$ cat config.mk
export PLATFORM = sky130hd
export DESIGN_NAME = alu_pipe
export DESIGN_NICKNAME = d
export VERILOG_FILES = /design/src/rtl/alu_pkg.sv /design/src/rtl/alu_mul_seq.sv /design/src/rtl/alu_pipe.sv
export SDC_FILE = /design/constraint.sdc
export NUM_CORES = 1
export LEC_CHECK = 0
export CAP_MARGIN = 15
export CORE_ASPECT_RATIO = 1.1
export CORE_MARGIN = 2
export CORE_UTILIZATION = 35
export CTS_BUF_LIST = sky130_fd_sc_hd__clkbuf_4 sky130_fd_sc_hd__clkbuf_8
export DETAILED_ROUTE_END_ITERATION = 16
export PLACE_DENSITY = 0.6
export SYNTH_ARGS = -nofsm -noshare
export SYNTH_HDL_FRONTEND = slang
export SYNTH_SLANG_ARGS = --single-unit
$ cat constraint.sdc
create_clock -name clk -period 9.4 [get_ports clk]
set_input_delay 1.88 -clock clk [delete_from_list [all_inputs] [get_ports clk]]
set_output_delay 1.88 -clock clk [all_outputs]
set_load 0.1 [all_outputs]
$ cat src/rtl/alu_pkg.sv
// Shared opcodes, flag bit positions and control states for the pipelined ALU.
package alu_pkg;

    localparam logic [3:0] OP_ADD = 4'b0000;
    localparam logic [3:0] OP_AND = 4'b0001;
    localparam logic [3:0] OP_OR  = 4'b0010;
    localparam logic [3:0] OP_XOR = 4'b0011;
    localparam logic [3:0] OP_LSH = 4'b0100;
    localparam logic [3:0] OP_RSH = 4'b0101;
    localparam logic [3:0] OP_ASH = 4'b0110;
    localparam logic [3:0] OP_MUL = 4'b0111;
    localparam logic [3:0] OP_SUB = 4'b1000;
    localparam logic [3:0] OP_CMP = 4'b1011;

    localparam int FLAG_C = 0;
    localparam int FLAG_L = 1;
    localparam int FLAG_F = 2;
    localparam int FLAG_Z = 3;
    localparam int FLAG_N = 4;

    typedef enum logic [1:0] {
        IDLE = 2'd0,
        BUSY = 2'd1,
        DONE = 2'd2
    } state_t;

    // Places individual flag bits at their architectural positions.
    function automatic logic [4:0] pack_flags(input logic n, input logic z,
                                              input logic f, input logic l,
                                              input logic c);
        logic [4:0] flags;
        flags         = '0;
        flags[FLAG_N] = n;
        flags[FLAG_Z] = z;
        flags[FLAG_F] = f;
        flags[FLAG_L] = l;
        flags[FLAG_C] = c;
        return flags;
    endfunction

endpackage

$ cat src/rtl/alu_mul_seq.sv
// Sequential shift-add multiplier: one multiplier bit per cycle, WIDTH steps per product.
module alu_mul_seq #(
    parameter int WIDTH = 16
) (
    input  logic                 clk,
    input  logic                 rst_n,
    input  logic                 start,
    input  logic [WIDTH-1:0]     a,
    input  logic [WIDTH-1:0]     b,
    output logic                 done,
    output logic [2*WIDTH-1:0]   prod
);

    localparam int CW = $clog2(WIDTH) + 1;

    logic [CW-1:0]        cnt_reg;
    logic                 busy_reg;
    logic [2*WIDTH-1:0]   acc_reg;
    logic [2*WIDTH-1:0]   mcand_reg;
    logic [WIDTH-1:0]     mplier_reg;

    always_ff @(posedge clk or negedge rst_n) begin
        if (!rst_n) begin
            cnt_reg    <= '0;
            busy_reg   <= 1'b0;
            acc_reg    <= '0;
            mcand_reg  <= '0;
            mplier_reg <= '0;
        end else if (start) begin
            cnt_reg    <= CW'(WIDTH);
            busy_reg   <= 1'b1;
            acc_reg    <= '0;
            mcand_reg  <= {{WIDTH{1'b0}}, a};
            mplier_reg <= b;
        end else if (busy_reg) begin
            if (cnt_reg != '0) begin
                if (mplier_reg[0]) begin
                    acc_reg <= acc_reg + mcand_reg;
                end
                mcand_reg  <= mcand_reg << 1;
                mplier_reg <= mplier_reg >> 1;
                cnt_reg    <= cnt_reg - CW'(1);
            end else begin
                busy_reg <= 1'b0;
            end
        end
    end

    // done is a one-cycle strobe after the last step; the product is final then.
    assign done = busy_reg && (cnt_reg == '0);
    assign prod = acc_reg;

endmodule

$ cat src/rtl/alu_pipe.sv
// Registered ALU with valid/ready handshakes; MUL is handed to a sequential multiplier.
module alu_pipe
    import alu_pkg::*;
#(
    parameter  int WIDTH = 16,
    localparam int SHW   = $clog2(WIDTH)
) (
    input  logic              clk,
    input  logic              rst_n,
    input  logic              in_valid,
    output logic              in_ready,
    input  logic [3:0]        inst,
    input  logic [WIDTH-1:0]  reg1,
    input  logic [WIDTH-1:0]  reg2,
    output logic              out_valid,
    input  logic              out_ready,
    output logic [WIDTH-1:0]  result,
    output logic [4:0]        flagreg
);

    localparam int MSB = WIDTH - 1;

    state_t               state_reg, state_next;
    logic                 out_valid_reg, out_valid_next;
    logic [WIDTH-1:0]     result_reg, result_next;
    logic [4:0]           flag_reg, flag_next;
    logic                 ready_c;
    logic                 mul_start;
    logic                 mul_done;
    logic [2*WIDTH-1:0]   mul_prod;
    logic [WIDTH-1:0]     mul_lo, mul_hi;
    logic [4:0]           mul_flags;

    // ---------------- single-cycle datapath ----------------
    logic [WIDTH:0]       sum_w, diff_w;
    logic [SHW-1:0]       sh_amt;
    logic [2*WIDTH-1:0]   lsh_w, rsh_w, ash_w;
    logic [WIDTH-1:0]     alu_res;
    logic [4:0]           alu_flags;
    logic                 fn, fz, ff, fl, fc, known;
    logic                 sub_ovf, slt;

    assign sum_w   = {1'b0, reg1} + {1'b0, reg2};
    assign diff_w  = {1'b0, reg1} - {1'b0, reg2};
    assign sub_ovf = (reg1[MSB] != reg2[MSB]) && (diff_w[MSB] != reg1[MSB]);
    assign slt     = $signed(reg1) < $signed(reg2);
    assign sh_amt  = reg2[SHW-1:0];

    // Shifting into a double-width window leaves the last bit shifted out
    // next to the result (bit WIDTH for left, bit WIDTH-1 for right), and
    // that bit is naturally 0 for a zero amount.
    assign lsh_w = {{WIDTH{1'b0}}, reg1} << sh_amt;
    assign rsh_w = {reg1, {WIDTH{1'b0}}} >> sh_amt;
    assign ash_w = $signed({reg1, {WIDTH{1'b0}}}) >>> sh_amt;

    always_comb begin
        alu_res = '0;
        fn      = 1'b0;
        fz      = 1'b0;
        ff      = 1'b0;
        fl      = 1'b0;
        fc      = 1'b0;
        known   = 1'b1;
        case (inst)
            OP_ADD: begin
                alu_res = sum_w[MSB:0];
                fc      = sum_w[WIDTH];
                ff      = (reg1[MSB] == reg2[MSB]) && (sum_w[MSB] != reg1[MSB]);
            end
            OP_SUB: begin
                alu_res = diff_w[MSB:0];
                fc      = diff_w[WIDTH];
                fl      = diff_w[WIDTH];
                ff      = sub_ovf;
            end
            OP_CMP: begin
                alu_res = reg1;
                fc      = diff_w[WIDTH];
                fl      = diff_w[WIDTH];
                ff      = sub_ovf;
            end
            OP_AND: alu_res = reg1 & reg2;
            OP_OR:  alu_res = reg1 | reg2;
            OP_XOR: alu_res = reg1 ^ reg2;
            OP_LSH: begin
                alu_res = lsh_w[MSB:0];
                fc      = lsh_w[WIDTH];
            end
            OP_RSH: begin
                alu_res = rsh_w[2*WIDTH-1:WIDTH];
                fc      = rsh_w[WIDTH-1];
            end
            OP_ASH: begin
                alu_res = ash_w[2*WIDTH-1:WIDTH];
                fc      = ash_w[WIDTH-1];
            end
            default: known = 1'b0;
        endcase
        if (inst == OP_CMP) begin
            fn = slt;
            fz = (reg1 == reg2);
        end else if (known) begin
            fn = alu_res[MSB];
            fz = (alu_res == '0);
        end
        alu_flags = pack_flags(fn, fz, ff, fl, fc);
    end

    // ---------------- multiplier ----------------
    alu_mul_seq #(
        .WIDTH (WIDTH)
    ) u_mul (
        .clk   (clk),
        .rst_n (rst_n),
        .start (mul_start),
        .a     (reg1),
        .b     (reg2),
        .done  (mul_done),
        .prod  (mul_prod)
    );

    assign mul_lo    = mul_prod[WIDTH-1:0];
    assign mul_hi    = mul_prod[2*WIDTH-1:WIDTH];
    assign mul_flags = pack_flags(mul_lo[MSB], mul_lo == '0, 1'b0, 1'b0, mul_hi != '0);

    // ---------------- control ----------------
    always_comb begin
        state_next     = state_reg;
        out_valid_next = out_valid_reg;
        result_next    = result_reg;
        flag_next      = flag_reg;
        ready_c        = 1'b0;
        mul_start      = 1'b0;
        case (state_reg)
            BUSY: begin
                if (mul_done) begin
                    result_next    = mul_lo;
                    flag_next      = mul_flags;
                    out_valid_next = 1'b1;
                    state_next     = DONE;
                end
            end
            // IDLE and DONE share the handshake: DONE simply always has out_valid set.
            default: begin
                ready_c = !out_valid_reg || out_ready;
                if (out_valid_reg && out_ready) begin
                    out_valid_next = 1'b0;
                    state_next     = IDLE;
                end
                if (in_valid && ready_c) begin
                    if (inst == OP_MUL) begin
                        mul_start      = 1'b1;
                        out_valid_next = 1'b0;
                        state_next     = BUSY;
                    end else begin
                        result_next    = alu_res;
                        flag_next      = alu_flags;
                        out_valid_next = 1'b1;
                        state_next     = IDLE;
                    end
                end
            end
        endcase
    end

    always_ff @(posedge clk or negedge rst_n) begin
        if (!rst_n) begin
            state_reg     <= IDLE;
            out_valid_reg <= 1'b0;
            result_reg    <= '0;
            flag_reg      <= '0;
        end else begin
            state_reg     <= state_next;
            out_valid_reg <= out_valid_next;
            result_reg    <= result_next;
            flag_reg      <= flag_next;
        end
    end

    assign in_ready  = ready_c;
    assign out_valid = out_valid_reg;
    assign result    = result_reg;
    assign flagreg   = flag_reg;

endmodule

* Word level (Yosys, flattened, before mapping)
Cells that the tools add are included.
** Cells by class
- Add/sub/neg operators :: 4
- $lt $le $gt $ge :: 1
- Eq/ne operators :: 17
- Shifts and indexed selects :: 3
- Mux-type cells :: 47
- Bitwise logic cells :: 3
- Reduce and logical (&&, ||, !) cells :: 24
** Operators with widths (number)
- 32-bit two-way mux :: 7
- 16-bit case mux with 9 select lines :: 1
- 16-bit two-way mux :: 7
- 5-bit two-way mux :: 7
- 32-bit adder :: 1
- 16-bit zero test :: 2
- 32-bit by 4-bit >> shifter with 32-bit output :: 1
- 32-bit by 4-bit >>> shifter with 32-bit output :: 1
- 1-bit two-way mux :: 19
- 16-bit by 16-bit adder with 17-bit output :: 1
- 16-bit by 4-bit left shift with 17-bit output :: 1
- 16-bit by 16-bit subtractor with 17-bit output :: 1
- 16-bit AND :: 1
- 16-bit == test :: 1
- 4-bit by 3-bit == test with 1-bit output, second input constant :: 4
- 16-bit < comparator :: 1
- 16-bit OR :: 1
- 16-bit nonzero test :: 1
- 16-bit bitwise XOR :: 1
- 9-bit OR reduction :: 1
- 4-bit by 2-bit == test with 1-bit output, second input constant :: 2
- 4-bit == test, second input constant :: 2
- 2-bit two-way mux :: 4
- 2-bit nonzero test :: 4
- 19 further kinds :: 27
** Word-level totals
- Flip-flop bits (word level) :: 110
- Output and inout bits :: 23

* Depth between registers and ports, before layout
Gate-level depths: netlist of the first run.
- Depth in word-level cells :: 8
- Depth in mapped cells :: 14
- Mapped depth without buffers :: 13

* Hierarchy
From an unflattened synthesis of the first run, not the netlist that was laid out.
** Unflattened totals
- Cells, all modules :: 1398
- Area, all modules :: 11075.6 um2
** By module, submodules not included
- alu_pipe :: instances 1, cells each 789, area each 5704.2 um2, sequential area each 600.6 um2
- alu_mul_seq :: instances 1, cells each 609, area each 5371.4 um2, sequential area each 2152.1 um2

* Least setup slack after synthesis of the first run
No wires, ideal clock.
- Kind :: input to output
- Start :: input out_ready
- End :: output in_ready
- Arrival time :: 3.520 ns
- Setup slack :: 4.000 ns
- Cell stages on the path :: 2
- Path buffers :: 0
- Path through :: inv_1 -> a21oi_1
** On the way
- Word-level cells in the longest chain between the ends :: 2
** Ends and longest elaborated chain
- start: declaration :: RTL line alu_pipe.sv:16 : input logic out_ready,
- 1-bit logical OR :: RTL line alu_pipe.sv:145 : ready_c = !out_valid_reg || out_ready;
- 1-bit two-way mux :: RTL line alu_pipe.sv:134 : case (state_reg)
- end: declaration :: RTL line alu_pipe.sv:11 : output logic in_ready,
Every way passes these cells.

* Final worst setup path of the first run
Ends and elaborated chain as after synthesis.

==> results.sh, run 1 <==
export IMPL_status="finished, final reports clean"
export IMPL_diodes=0
export IMPL_drtIter0Drc=1225
export IMPL_grt_pass1_wl_um=63800
export IMPL_period_needed_ns=5.81
export IMPL_ctsHoldBuffers=0
export IMPL_grt_overflow=0
export IMPL_finalClockSkew_ns=0.0274
export IMPL_use_met2_pct=42.3
export IMPL_yosysSeqAreaShare_pct=25.5
export IMPL_io_buffers=62
export IMPL_p_leak_nw=5.13
export IMPL_viasPerCell=6.04
export IMPL_cts_tree="built"
export IMPL_wire_per_inst_um=23.1
export IMPL_irDropWorstVdd_v=0.000128
export IMPL_post_dp_hpwl_um=30700
export IMPL_end_kind="output port"
export IMPL_max_freq_ghz=0.172
export IMPL_path_clk_slew_ns=0.11
export IMPL_yosysWarnings=0
export IMPL_ctsResizeCount=0
export IMPL_yosys_area_top_type="dfrtp_1"
export IMPL_synthToLayoutAreaGrowth_pct=10.2
export IMPL_die_w_um=171
export IMPL_synthesis_area_um2=10800
export IMPL_async_flop_share_pct=100
export IMPL_avgSynthCellArea_um2=7.78
export IMPL_first_pass_iters=5
export IMPL_cts_buffers=9
export IMPL_synth_xor_area_share_pct=2.27
export IMPL_grt_pass1_vias=10500
export IMPL_cts_max_level=3
export IMPL_hold_viol_final=0
export IMPL_antenna_found_initial=0
export IMPL_final_max_slew_viol_count=0
export IMPL_via_count=10900
export IMPL_row_count=67
export IMPL_clock_path_buffers=2
export IMPL_place_gp_congestion=1.02
export IMPL_fin_crit_sh_pct=61.9
export IMPL_synth_cell_type_count=81
export IMPL_initial_core_util_pct=35.4
export IMPL_gr_usage_met3_pct=3.23
export IMPL_die_y_um=188
export IMPL_dp_cells=1784
export IMPL_use_met1_pct=34.4
export IMPL_io_pins=63
export IMPL_synth_edf_count=0
export IMPL_path_max_fanout=5
export IMPL_numClockSinks=110
export IMPL_slew_headroom_pct=25.2
export IMPL_drc=0
export IMPL_power_density_nw_per_um2=206
export IMPL_worst_slew_pin_slew_ns=1.12
export IMPL_stdcell_count=1800
export IMPL_ant_nets=0
export IMPL_synth_mux_area_share_pct=9.14
export IMPL_synth_simple_area_share_pct=22.0
export IMPL_synth_top_area_share_pct=25.5
export IMPL_synth_top_family_by_area="compound AO/OA/AOI/OAI gates"
export IMPL_min_path_type="reg -> reg"
export IMPL_syn_inst=1387
export IMPL_synth_compound_area_share_pct=25.0
export IMPL_post_cts_setup_buffers=0
export IMPL_ys_ff_latch=110
export IMPL_grt_usage_pct=25.9
export IMPL_cp_arrival_ns=3.93
export IMPL_cts_root_buffer="clkbuf_8"
export IMPL_core_um2=30400
export IMPL_grt_max_degree=57
export IMPL_synth_area_leaders="dfrtp_1 26%, ha_1 9.5%, nand2_1 6.8%, a21oi_1 6.0%, nor2_1 4.9%"
export IMPL_critical_path_class="in -> out"
export IMPL_drt_total_wl_um=41600
export IMPL_drive_gt1_share_pct=6.93
export IMPL_final_setup_tns_ns=0
export IMPL_report_final_setup_viol=0
export IMPL_final_nets=1506
export IMPL_die_area_um2=32200
export IMPL_rsz0062_at_grt="false"
export IMPL_worst_setup_path_start_kind="input port"
export IMPL_synth_fa_ha_area_share_pct=10.1
export IMPL_fin_util_pct=39.1
export IMPL_synth_ff_type="dfrtp_1"
export IMPL_syn_nets=1512
export IMPL_worstSkewPairLatency_ns=0.41
export IMPL_busiest_layer="met2"
export IMPL_required_ns=7.52
export IMPL_cap_violations=0
-- layer usage --
layer / wire (um) / share of wire, % / vias to the layer above
li1: - / - / 5031
met1: 17800 / 43 / 5330
met2: 19500 / 47 / 418
met3: 2500 / 6.0 / 96
met4: 1840 / 4.4 / 0
met5: 0 / 0 / -
-- logic make-up (layout without fill, tap and decap cells) --
logic type | count (synthesis) | count (layout)
simple gates | 519 | 519
compound gates | 419 | 419
buf+inv | 164 | 163
flops | 110 | 110
fa+ha+maj | 85 | 85
mux | 62 | 62
xor+xnor | 28 | 28
-- report_power, final --
group	switching [W]	internal [W]
Combinational	0.000879	0.000484
Sequential	0.000151	0.000633
Clock	0.000200	0.000105
-- placed cells by master (no fill, tap or decap), types with 9 or more instances in the layout --
cell / instances
a21oi_1: 129
and3_1: 9
a211oi_1: 20
inv_1: 63
nor4_1: 19
o211ai_1: 11
ha_1: 82
mux4_2: 21
or3_1: 11
buf_4: 23
nand2b_1: 13
nor2b_1: 15
a21o_1: 21
xor2_1: 11
mux2_2: 17
o21ai_0: 80
nor3_1: 35
clkbuf_8: 9
clkdlybuf4s50_1: 60
nand2_1: 194
dfrtp_1: 110
mux2i_1: 19
nand3_1: 33
xnor2_1: 17
a31oi_1: 48
nor2_1: 140
-- stage by stage --
stage               hold slack (ns)  total power [W]  cell area, um^2  setup WS (ns)
global route                  0.547          0.00265            11900           3.34
finish                        0.512          0.00245            11900           3.59
global placement              0.479          0.00213            11700           3.38
detailed placement            0.496          0.00215            11700           3.37
floorplan                     0.461          0.00177            10800           4.00
CTS                           0.523          0.00246            11900           3.58
-- layout make-up --
class,count,area [um^2]
inverters,63,236
fillers,3198,18500
well taps,414,518
clock inverters,6,57.6
clock buffers,10,131
flip-flops and latches,110,2750
multi-input cells,1113,7410
repair buffers,84,778
-- critical path, stage by stage --
cell and delay, ns:
clkdlybuf4s50_1 0.46, inv_1 0.05, a21oi_1 0.34, clkdlybuf4s50_1 1.21
-- synth_stat cells, types with 6 or more instances --
master    instances
a211o_1           6
a211oi_1         20
a21o_1           21
a21oi_1         129
a22oi_1           8
a31oi_1          48
and2_1            8
and3_1            9
buf_1            10
buf_2            10
clkbuf_1         76
dfrtp_1         110
ha_1             82
inv_1            63
mux2_2           17
mux2i_1          19
mux4_2           21
nand2_1         194
nand2b_1         14
nand3_1          34
nand4_1           6
nor2_1          141
nor2b_1          16
nor3_1           36
nor3b_1           8
nor4_1           19
o211ai_1         11
o21a_1            8
o21ai_0          80
o21bai_1          6
o22ai_1           8
o31ai_1           7
or3_1            11
xnor2_1          17
xor2_1           11
-- final timing paths --
kind / start / endpoint / slack [ns] / cells past startpoint
min reg2reg: result[8]$_DFFE_PN0P_ / result[8]$_DFFE_PN0P_ / 0.51 / 1
min: result[8]$_DFFE_PN0P_ / result[8]$_DFFE_PN0P_ / 0.51 / 1
max: out_ready / in_ready / 3.59 / 4
max in group asynchronous: rst_n / u_mul.prod[3]$_DFFE_PN0P_ / 6.60 / 2
min in group asynchronous: rst_n / u_mul.mplier_reg[8]$_DFFE_PN0P_ / 1.53 / 1
max reg2reg: u_mul.prod[0]$_DFFE_PN0P_ / u_mul.prod[30]$_DFFE_PN0P_ / 5.88 / 12
Power figures use the tool's default switching activity.
==> run 2, diff against run 1 <==
- clock period: 9.4 -> 5.95 ns (I/O delays scaled with it)
==> results.sh, run 2 (synthesized netlist as in run 1, its figures left out) <==
export IMPL_status="finished, final reports clean"
export IMPL_final_max_slew_viol_count=0
export IMPL_final_cell_mix="194 x nand2_1, 140 x nor2_1, 129 x a21oi_1"
export IMPL_critPathMaxStageDelay_ns=0.99
export IMPL_fillers=3125
export IMPL_max_freq_ghz=0.202
export IMPL_initial_core_util_pct=35.4
export IMPL_p_leak_nw=5.25
export IMPL_post_dp_hpwl_um=31100
export IMPL_die_w_um=171
export IMPL_die_y_um=188
export IMPL_synthToLayoutAreaGrowth_pct=12.1
export IMPL_die_area_um2=32200
export IMPL_cp_cell_sequence="clkdlybuf4s50_1 -> inv_1 -> ha_1 -> inv_1 -> o311ai_1 -> a2111oi_0 -> o31ai_1 -> a2111oi_0 -> o22ai_1 -> o311ai_1 -> o21ai_0 -> a31oi_1"
export IMPL_r2r_start="u_mul.prod[0]$_DFFE_PN0P_"
export IMPL_drtIter0Drc=1373
export IMPL_first_pass_iters=6
export IMPL_viasPerCell=6.05
export IMPL_ctsResizeCount=0
export IMPL_wire_per_inst_um=22.4
export IMPL_power_density_nw_per_um2=326
export IMPL_grt_pass1_vias=10500
export IMPL_use_met1_pct=32.2
export IMPL_path_max_fanout=13
export IMPL_startpoint="reg1[3]"
export IMPL_grt_usage_pct=25.1
export IMPL_hold_viol_final=0
export IMPL_busiest_layer="met2"
export IMPL_path_clk_slew_ns=0.14
export IMPL_irDropWorstVdd_v=0.000192
export IMPL_worstSkewPairLatency_ns=0.43
export IMPL_diodes=0
export IMPL_finalClockSkew_ns=0.0356
export IMPL_min_path_type="reg -> reg"
export IMPL_cap_violations=0
export IMPL_cp_arrival_ns=5.31
export IMPL_path_depth=12
export IMPL_hold_start="result[8]$_DFFE_PN0P_"
export IMPL_worst_setup_path_start_kind="input port"
export IMPL_final_common_cell="nand2_1"
export IMPL_required_ns=6.31
export IMPL_power_total_w=0.00394
export IMPL_cts_root_buffer="clkbuf_8"
export IMPL_clock_path_buffers=2
export IMPL_place_area_um2=11900
export IMPL_place_gp_congestion=0.990
export IMPL_fin_util_pct=39.7
export IMPL_io_buffers=62
export IMPL_end_kind="flip-flop"
export IMPL_drc=0
export IMPL_drt_total_wl_um=40800
export IMPL_period_needed_ns=4.95
export IMPL_use_met2_pct=40.8
export IMPL_final_setup_tns_ns=0
export IMPL_cts_buffers=9
export IMPL_via_count=11000
export IMPL_grt_max_degree=71
export IMPL_grt_overflow=0
export IMPL_critical_path_class="in -> reg"
export IMPL_core_um2=30400
export IMPL_worst_slew_pin_slew_ns=1.13
export IMPL_final_cell_area_um2=12100
export IMPL_rsz0062_at_grt="false"
export IMPL_gr_usage_met3_pct=3.82
export IMPL_antenna_found_initial=0
export IMPL_row_count=67
export IMPL_report_final_setup_viol=0
export IMPL_hold_depth=1
export IMPL_cpLargestDelayFamily="compound AO/OA/AOI/OAI gates"
export IMPL_fin_crit_sh_pct=83.2
export IMPL_drive_gt1_share_pct=8.31
export IMPL_holdWs_ns=0.514
export IMPL_ctsHoldBuffers=0
export IMPL_slew_headroom_pct=22.5
export IMPL_numClockSinks=110
export IMPL_ant_nets=0
export IMPL_post_cts_setup_buffers=0
export IMPL_cts_max_level=3
export IMPL_crit_slowest_cell="a2111oi_0"
export IMPL_grt_pass1_wl_um=62200
export IMPL_ff2ff_path_depth=12
export IMPL_final_nets=1528
export IMPL_cts_tree="built"
export IMPL_cp_num_buf_inv=3
export IMPL_io_pins=63
[run 2: cell count changes in the layout (fill, tap and decap cells not counted), sizes merged]
cell	before	now
clkinvlp	1	0
inv	65	68
buf	24	46
clkbuf	10	9
clkinv	3	2
[run 2: per-layer routing]
layer | share of wire [%] | routed length [um]
met5 | 0 | 0
met4 | 5.6 | 2290
met3 | 6.9 | 2810
met2 | 47 | 19100
met1 | 41 | 16600
[run 2: through the flow]
step | std cells | setup slack (ns)
after CTS | 1821 | 1.31
after global placement | 1805 | 0.798
after detailed placement | 1805 | 0.870
after global routing | 1822 | 0.918
after floorplan | 1387 | 1.64
final | 1822 | 0.998
[run 2: cell type report]
cell class / count / area (um^2) / share of cell area, %
Tap cell: 414 / 518 / 4.28
Clock buffer: 9 / 124 / 1.02
Clock inverter: 7 / 98.8 / 0.817
Timing Repair Buffer: 106 / 956 / 7.90
Sequential cell: 110 / 2750 / 22.8
Multi-Input combinational cell: 1113 / 7410 / 61.3
Inverter: 63 / 236 / 1.96
[run 2: final timing paths]
check,slack (ns),end
setup reg to reg,2.49,u_mul.prod[28]$_DFFE_PN0P_
hold reg to reg,0.51,result[8]$_DFFE_PN0P_
max in group asynchronous,3.94,u_mul.prod[9]$_DFFE_PN0P_
hold / removal,0.51,result[8]$_DFFE_PN0P_
setup / recovery,1.0,flagreg[4]$_DFFE_PN0P_
min in group asynchronous,0.92,u_mul.mcand_reg[9]$_DFFE_PN0P_
[run 2: power breakdown]
part           internal, W  switching (W)
registers          0.00100       0.000243
logic             0.000789        0.00140
clock network     0.000180       0.000334
